File: src/rtl/fetch_unit.sv
// rtl/fetch_unit.sv - instruction fetch: PC generation, icache request issue, in-flight tracking, ibuf delivery
package fetch_pkg;
   typedef enum logic [5:0] {
      EXC_NONE = 6'h00,
      ADEF     = 6'h08
   } exception_t;
endpackage

module fetch_unit
   import fetch_pkg::*;
#(
   parameter logic [31:0] RESET_PC = 32'h1c000000
) (
   input  logic        clk,
   input  logic        reset,
   input  logic        redirect_valid,
   input  logic [31:0] redirect_pc,
   output logic        req_valid,
   output logic [31:0] req_addr,
   input  logic        req_ready,
   input  logic        resp_valid,
   input  logic [63:0] resp_data,
   input  logic        bpu_taken1,
   input  logic        bpu_taken2,
   input  logic [31:0] bpu_target1,
   input  logic [31:0] bpu_target2,
   input  logic        ibuf_ready,
   output logic [1:0]  out_size,
   output logic [31:0] out_pc1,
   output logic [31:0] out_inst1,
   output logic [31:0] out_pc2,
   output logic [31:0] out_inst2,
   output logic        out_pred_taken1,
   output logic        out_pred_taken2,
   output logic [31:0] out_pred_target1,
   output logic [31:0] out_pred_target2,
   output logic        out_have_exception,
   output exception_t  out_exception_type
);

   typedef struct packed {
      logic [31:0] pc;
      logic [1:0]  size;
      logic        taken1;
      logic [31:0] target1;
      logic        taken2;
      logic [31:0] target2;
   } entry_t;

   logic [31:0] pc;
   logic [1:0]  inflight_count;
   logic        wr_ptr;
   logic        rd_ptr;
   logic [1:0]  discard;
   logic        halt;
   entry_t      queue [2];

   logic [1:0]  fetch_size;
   logic [31:0] next_pc;
   logic        push;
   logic        pop;
   logic        deliver;
   logic        exc_fire;
   entry_t      head;

   assign fetch_size = (pc[2] || bpu_taken1) ? 2'd1 : 2'd2;
   assign next_pc    = bpu_taken1                          ? bpu_target1 :
                       (fetch_size == 2'd2 && bpu_taken2)  ? bpu_target2 :
                       (pc & ~32'd7) + 32'd8;

   assign req_valid = !redirect_valid && !halt && pc[1:0] == 2'b00 &&
                      inflight_count < 2'd2 && ibuf_ready;
   assign req_addr  = pc;
   assign push      = req_valid && req_ready;
   assign pop       = resp_valid;
   assign head      = queue[rd_ptr];
   assign deliver   = pop && discard == 2'd0 && !redirect_valid;
   // A misaligned PC only faults once older fetches have drained, keeping delivery in order.
   assign exc_fire  = !redirect_valid && !halt && pc[1:0] != 2'b00 &&
                      inflight_count == 2'd0 && ibuf_ready;

   always_comb begin
      out_size           = 2'd0;
      out_pc1            = head.pc;
      out_inst1          = head.pc[2] ? resp_data[63:32] : resp_data[31:0];
      out_pc2            = head.pc + 32'd4;
      out_inst2          = resp_data[63:32];
      out_pred_taken1    = head.taken1;
      out_pred_taken2    = head.taken2;
      out_pred_target1   = head.target1;
      out_pred_target2   = head.target2;
      out_have_exception = 1'b0;
      out_exception_type = EXC_NONE;
      if (deliver) begin
         out_size = head.size;
      end else if (exc_fire) begin
         out_size           = 2'd1;
         out_pc1            = pc;
         out_inst1          = 32'h03400000;
         out_have_exception = 1'b1;
         out_exception_type = ADEF;
      end
   end

   always_ff @(posedge clk or negedge reset) begin
      if (!reset) begin
         pc             <= RESET_PC;
         inflight_count <= 2'd0;
         wr_ptr         <= 1'b0;
         rd_ptr         <= 1'b0;
         discard        <= 2'd0;
         halt           <= 1'b0;
      end else begin
         if (push) wr_ptr <= ~wr_ptr;
         if (pop)  rd_ptr <= ~rd_ptr;
         inflight_count <= inflight_count + {1'b0, push} - {1'b0, pop};
         // Everything still outstanding after this cycle's pop belongs to the old path.
         if (redirect_valid)
            discard <= inflight_count - {1'b0, pop};
         else if (pop && discard != 2'd0)
            discard <= discard - 2'd1;
         if (redirect_valid) begin
            pc   <= redirect_pc;
            halt <= 1'b0;
         end else begin
            if (push)     pc   <= next_pc;
            if (exc_fire) halt <= 1'b1;
         end
      end
   end

   always_ff @(posedge clk) begin
      if (push)
         queue[wr_ptr] <= '{pc: pc, size: fetch_size, taken1: bpu_taken1, target1: bpu_target1,
                            taken2: bpu_taken2, target2: bpu_target2};
   end

   resp_needs_request: assert property (@(posedge clk) disable iff (!reset)
      !(resp_valid && inflight_count == 2'd0));

endmodule

File: config.mk
export PLATFORM = sky130hd
export DESIGN_NAME = fetch_unit
export DESIGN_NICKNAME = d
export VERILOG_FILES = /design/src/rtl/fetch_unit.sv
export SDC_FILE = /design/constraint.sdc
export NUM_CORES = 1
export LEC_CHECK = 0
export CAP_MARGIN = 10
export CORE_UTILIZATION = 39
export DETAILED_ROUTE_END_ITERATION = 8
export PLACE_DENSITY = 0.7
export RECOVER_POWER = 50
export SLEW_MARGIN = 20
export SYNTH_ARGS = -nofsm -noshare
export SYNTH_HDL_FRONTEND = slang
export SYNTH_SLANG_ARGS = --single-unit
File: constraint.sdc
create_clock -name clk -period 11.8 [get_ports clk]
set_input_delay 2.36 -clock clk [delete_from_list [all_inputs] [get_ports clk]]
set_output_delay 2.36 -clock clk [all_outputs]
set_load 0.02 [all_outputs]
# Word-level counts from Yosys, hierarchy flattened

Memory sizes are Yosys's and may differ from the RTL's.
Index checks and enable logic that the tools add are counted.

Register bits after elaboration: 39
Memories kept: 1
Memory bits (writable): 200
Logic and storage cells: 62
Input bits: 168
Output and inout port bits: 236

Memory list:

| memory | words | bits a word | read ports | clocked after memory_dff | wr ports | RTL line | RTL |
|---|---|---|---|---|---|---|---|
| queue  | 2     | 100         | 1          | 0                        | 1        | 56       | `entry_t queue [2];` |

$add $sub $neg: 6
Bitwise operators: 2
Equality and inequality tests: 1
Multiplexer cells: 22
Reductions and logical operators: 23
Order comparisons: 1

Operator list:

| cell                                                                | count |
|---|---|
| 32-bit two-way mux                                                  | 9 |
| 32-bit by 3-bit adder with 32-bit output (second input constant)    | 1 |
| 32-bit by 4-bit adder with 32-bit output (second input constant)    | 1 |
| 1-bit logical AND                                                   | 12 |
| 2-bit nonzero test                                                  | 5 |
| 2-bit two-way mux                                                   | 4 |
| 4-bit two-way mux                                                   | 2 |
| 1-bit two-way mux                                                   | 7 |
| 2-bit zero test                                                     | 3 |
| 2-bit by 1-bit subtractor with 2-bit output                         | 2 |
| 2-bit by 1-bit adder with 2-bit output                              | 1 |
| 2-bit equality test (second input constant)                         | 1 |
| 1-bit zero test                                                     | 2 |
| 2-bit < comparator (second input constant)                          | 1 |
| 1-bit inverter                                                      | 2 |
| 2-bit by 1-bit subtractor with 2-bit output (second input constant) | 1 |
| 1-bit logical OR                                                    | 1 |

# Longest topological paths before layout

Depth in word-level cells: 8
Gate-level depth with buffers: 12
Gate-level depth less buffers: 9

# Worst setup path before layout

No wires, ideal clock.

Path type: input -> register
Start point: in redirect_valid
End point: mem queue[0][0] (netlist name), enable pin
Path slack: 3336 ps
Buffers on the path: 2
Required time: 11240 ps
Setup time: 560 ps
Cell stages on the path: 6
Arrival: 7904 ps
Path through: buf_2 -> or4b_4 -> nor4b_4 -> inv_2 -> clkbuf_1 -> nor2_1

Word-level cells in the longest chain between the ends: 8

RTL lines:

| element                                 | RTL line | RTL |
|---|---|---|
| start: declaration                      | 16       | `input logic redirect_valid,` |
| 1-bit zero test                         | 71       | `assign req_valid = !redirect_valid && !halt && pc[1:0] == 2'b00 &&` |
| 1-bit logical AND (3 in series)         | 71       |  |
| 1-bit logical AND                       | 72       | `inflight_count < 2'd2 && ibuf_ready;` |
| 1-bit logical AND                       | 74       | `assign push = req_valid && req_ready;` |
| 1-bit two-way mux                       | 133      | `if (push)` |
| 1-bit two-way mux (not written as such) | 134      | `queue[wr_ptr] <= '{pc: pc, size: fetch_size, taken1: bpu_taken1, target1: bpu_target1,` |
| end: declaration                        | 56       |  |

No other way between the ends.

# Worst setup path in the final report

Start point: reg rd_ptr
End point: out out_pc2[14]

Word-level cells in the longest chain between the ends: 2

RTL lines:

| element                                  | RTL line | RTL |
|---|---|---|
| start: declaration                       | 53       | `logic rd_ptr;` |
| start signal: assignment                 | 115      | `if (pop) rd_ptr <= ~rd_ptr;` |
| memory read 2 x 100 bit                  | n/a      |  |
| 32-bit by 3-bit adder with 32-bit output | 86       | `out_pc2 = head.pc + 32'd4;` |
| end: declaration                         | 31       | `output logic [31:0] out_pc2,` |

No other way between the ends.

==> results by group <==
Yosys
  – Ys Warns: 0
  – Async set or reset register ratio after synthesis: 16.3%
  – Syn_area_per_cell: ~12 sq um
  – Top cell type by total area after synthesis: edfxtp_1
  – Post-synth EDFFs: 200
  – Synth area leaders: edfxtp_1 (50%), dfrtp_1 (7.6%), mux2_2 (7.6%)
  – Share of the synthesized area in the top cell type: approximately half
  – Post-synth cell types: 58
  – Post-Synthesis Cell Area: 11900 sq um
  – Post-synthesis sequential area ratio: 58.7%
  – #FFs+latches synth: between 200 and 250
  – Cells after Synth: slightly above 1k
  – Dominant synthesized flop cell: edfxtp_1

Timing
  – Final hold violations: 0
  – Setup slack after layout: between 2000 and 2500 ps
  – Fin crit period: roughly 9500 ps
  – Final setup skew: between 9 and 10 ps
  – Fin Hold WS: 508 ps
  – Worst-Margin Slew: 2960 ps
  – Final setup vio count: 0
  – Max frequency: between 100 and 150 MHz
  – TNS Setup: 0 ps
  – Final Max Slew Viols: 285
  – Relative slew slack: -97.4%
  – Period utilisation layout: approximately 80%
  – RSZ-0062 raised after global routing: no

Worst setup path
  – FF-to-FF End: queue[0][8]
  – WP buf/inv: 3
  – CP Capture Type: output pin
  – Register-to-Register Setup Slack: around 5600 ps
  – Crit-path cells: mux2i_4 -> clkinv_1 -> ha_1 -> inv_1 -> a211oi_1 -> and4b_1 -> nand2_1 -> nand3_1 -> o211ai_1 -> clkdlybuf4s50_1
  – CP arrival: between 7000 and 8000 ps
  – Kind of critical path: reg -> out
  – Worst path top cell family by delay: flip-flops
  – CP Launch Type: flop
  – Slowest stage cell, crit path: dfrtp_1
  – Slowest stage delay, CP: about 2100 ps
  – R2R depth: 7
  – Worst R2R Start: inflight_count[1]
  – Crit path required time: between 9000 and 10000 ps
  – Crit path max fanout: 57

Drt
  – DR pass1 iterations: 5
  – Vias: about 9.6k
  – DR vias/cell: approximately 5.3
  – DRT antenna net count: 0
  – Avg WL per Cell: between 20 and 25 um
  – Drt drc: 0
  – Routed wire length: around 40000 um
  – Drt initial violations: between 600 and 700

Hold path
  – Worst Hold Class: reg -> reg
  – Worst Hold End: halt
  – Worst hold path depth: 2
  – Hold Startpoint: halt

Clock network
  – H-tree levels: 1
  – CTS Buf Count: 25
  – # Post-CTS Setup Buffers: 0
  – Worst skew pair latency: 540 ps
  – Post-cts hold buffer count: 0
  – Clk pin slew, worst setup/hold paths: 60 ps
  – Clk sinks: between 200 and 250
  – CTS max path bufs: 3
  – CTS tree: built
  – Clk root buf: clkbuf_16
  – Resized Gates After CTS: 0

Global routing
  – Largest net degree at the start of global routing: a little over 80
  – First-pass GRT wire length: approximately 58000 um
  – Vias in the first global route: around 9.5k
  – Gr ovfl total: 0
  – GRT Util Overall: between 20% and 30%
  – Initial antenna violation count: 7

Pwr
  – Int Power: 0.00194 W
  – Pleak: between 5 and 6 nW
  – Sequential Power Share: between 30% and 40%
  – Combinational fraction of design power: between 30% and 40%
  – Clock power frac: 26.0%
  – NetSw: 0.00101 W
  – Max VDD drop: about 130 uV
  – Switching portion of total power: between 30% and 40%
  – Power Density: between 150 and 200 nW/um^2

Status
  – Failing checks: capacitance limit, slew limit
  – Status: complete, but fails checks

Floorplanning
  – Die width: ~180 um
  – Die ar.: about 31000 sq um
  – Placeable Area: around 30000 sq um
  – Die Span Y: roughly 180 um
  – FP Rows: 63
  – Num ports: around 400
  – Initial core utilization: about two fifths

Layout
  – Filler Cell Count: 2535
  – Synthesis-to-finish area growth: 41.3%
  – Most frequent cells in the layout: clkdlybuf4s50_1 (268), edfxtp_1 (200), nand2_1 (131)
  – Final nets: roughly 1.6k
  – Most common cell after layout, fill and taps aside: clkdlybuf4s50_1
  – Layout cells sized above 1: around 9.3%

Place
  – Port Buf Inserts: 398
  – Post-Place Setup Slack: between 4000 and 5000 ps
  – Final HPWL DP: around 29000 um
  – Final GP Congestion: 0.929

Job
  – Number of max-cap violations: 6
## final cells by class
type / count / area, sq um / area share (%)
clock buffer: 29 / 641 / 3.81
sequential: 239 / 6990 / 41.5
tap: 390 / 488 / 2.90
inverter: 19 / 71.3 / 0.424
multi-input combinational: 682 / 4350 / 25.9
clock inverter: 17 / 156 / 0.930
antenna: 8 / 20.0 / 0.119
timing repair buffer: 413 / 4100 / 24.4
## state kept, by name, summed over array words and instances, names as in the netlist
name,count
halt,1
inflight_count,2
rd_ptr,1
wr_ptr,1
req_addr,32
discard,2
queue,200
## power by group through the flow
| stage | logic [W] | registers (W) | clock network (W) |
|---|---|---|---|
| after floorplan | 0.000663 | 0.00101 | 0 |
| after global placement | 0.00115 | 0.00106 | 0 |
| after detailed placement | 0.00116 | 0.00106 | 0 |
| after CTS | 0.00117 | 0.00104 | 0.000778 |
| after global routing | 0.00122 | 0.00104 | 0.000812 |
| final | 0.00115 | 0.00104 | 0.000767 |
## per-layer routing
metal	up-vias	GRT usage, %	share of wire [%]
met4	0	10.0	3.6
met2	422	41.3	48
met5	-	0	0
met1	4633	30.9	40
li1	4451	-	-
met3	64	5.35	8.0
## tightest hold or removal path, cell delays in order (launching register included)
cell and delay (ps):
dfrtp_1 340, nor2_1 50, nor2_1 80
## metrics by stage
step / area (sq um) / utilization [%] / instances / total power, W
3_5_place_dp: 16000 / 53.7 / 1741 / 0.00222
2_1_floorplan: 11900 / - / 1036 / 0.00167
4_1_cts: 16800 / 56.3 / 1787 / 0.00298
3_3_place_gp: 16000 / 53.7 / 1741 / 0.00221
6_report: 16800 / 56.4 / 1797 / 0.00295
5_1_grt: 16800 / 56.4 / 1795 / 0.00307
## how the worst max path moves through the flow
stage              startpoint          end  slack [ps]  cells past startpoint
2_1_floorplan  redirect_valid  queue[0][0]        3340                      6
3_3_place_gp   redirect_valid   out_pc1[2]        4030                     11
3_5_place_dp   redirect_valid   out_pc1[2]        4030                     11
4_1_cts                rd_ptr  out_pc2[14]        3520                     10
5_1_grt                rd_ptr  out_pc2[14]        1840                     10
6_report               rd_ptr  out_pc2[14]        2350                     10
## synth_stat cells (3+ instances only)
library cell    n
a211oi_1        7
a21oi_1        87
a221o_1         3
a221oi_1       11
a22oi_1         3
and3_1          7
and4b_1         3
buf_1           8
buf_2           4
buf_4          40
clkbuf_1       44
dfrtp_1        36
dfstp_2         3
edfxtp_1      200
ha_1            6
inv_1          16
mux2_2         80
mux2i_1        29
nand2_1       132
nand2b_1        3
nand3_1        44
nand3b_1        3
nand4_1        10
nand4b_1        4
nor2_1         79
nor2b_1         6
nor3_1         18
nor3b_1         3
nor4_1          4
o211ai_1        3
o21ai_0        37
o22ai_1         6
o31ai_1         5
or3_1           4
xnor2_1        27
xor2_1         26
## cell families (layout without fill, tap and decap cells)
kind of cell	Yosys count	count (layout)	synth area share, %
xor gates and xnor gates	53	53	3.90
adders and majority gates	6	6	0.631
muxes	109	109	10.0
other	1	13	0.0315
and+or+nand+nor	326	326	12.6
AOI/OAI and AO/OA	183	183	9.24
buffers and inverters	115	478	4.93
DFF	239	239	58.7
No activity file was read; power rests on OpenSTA's default activity.
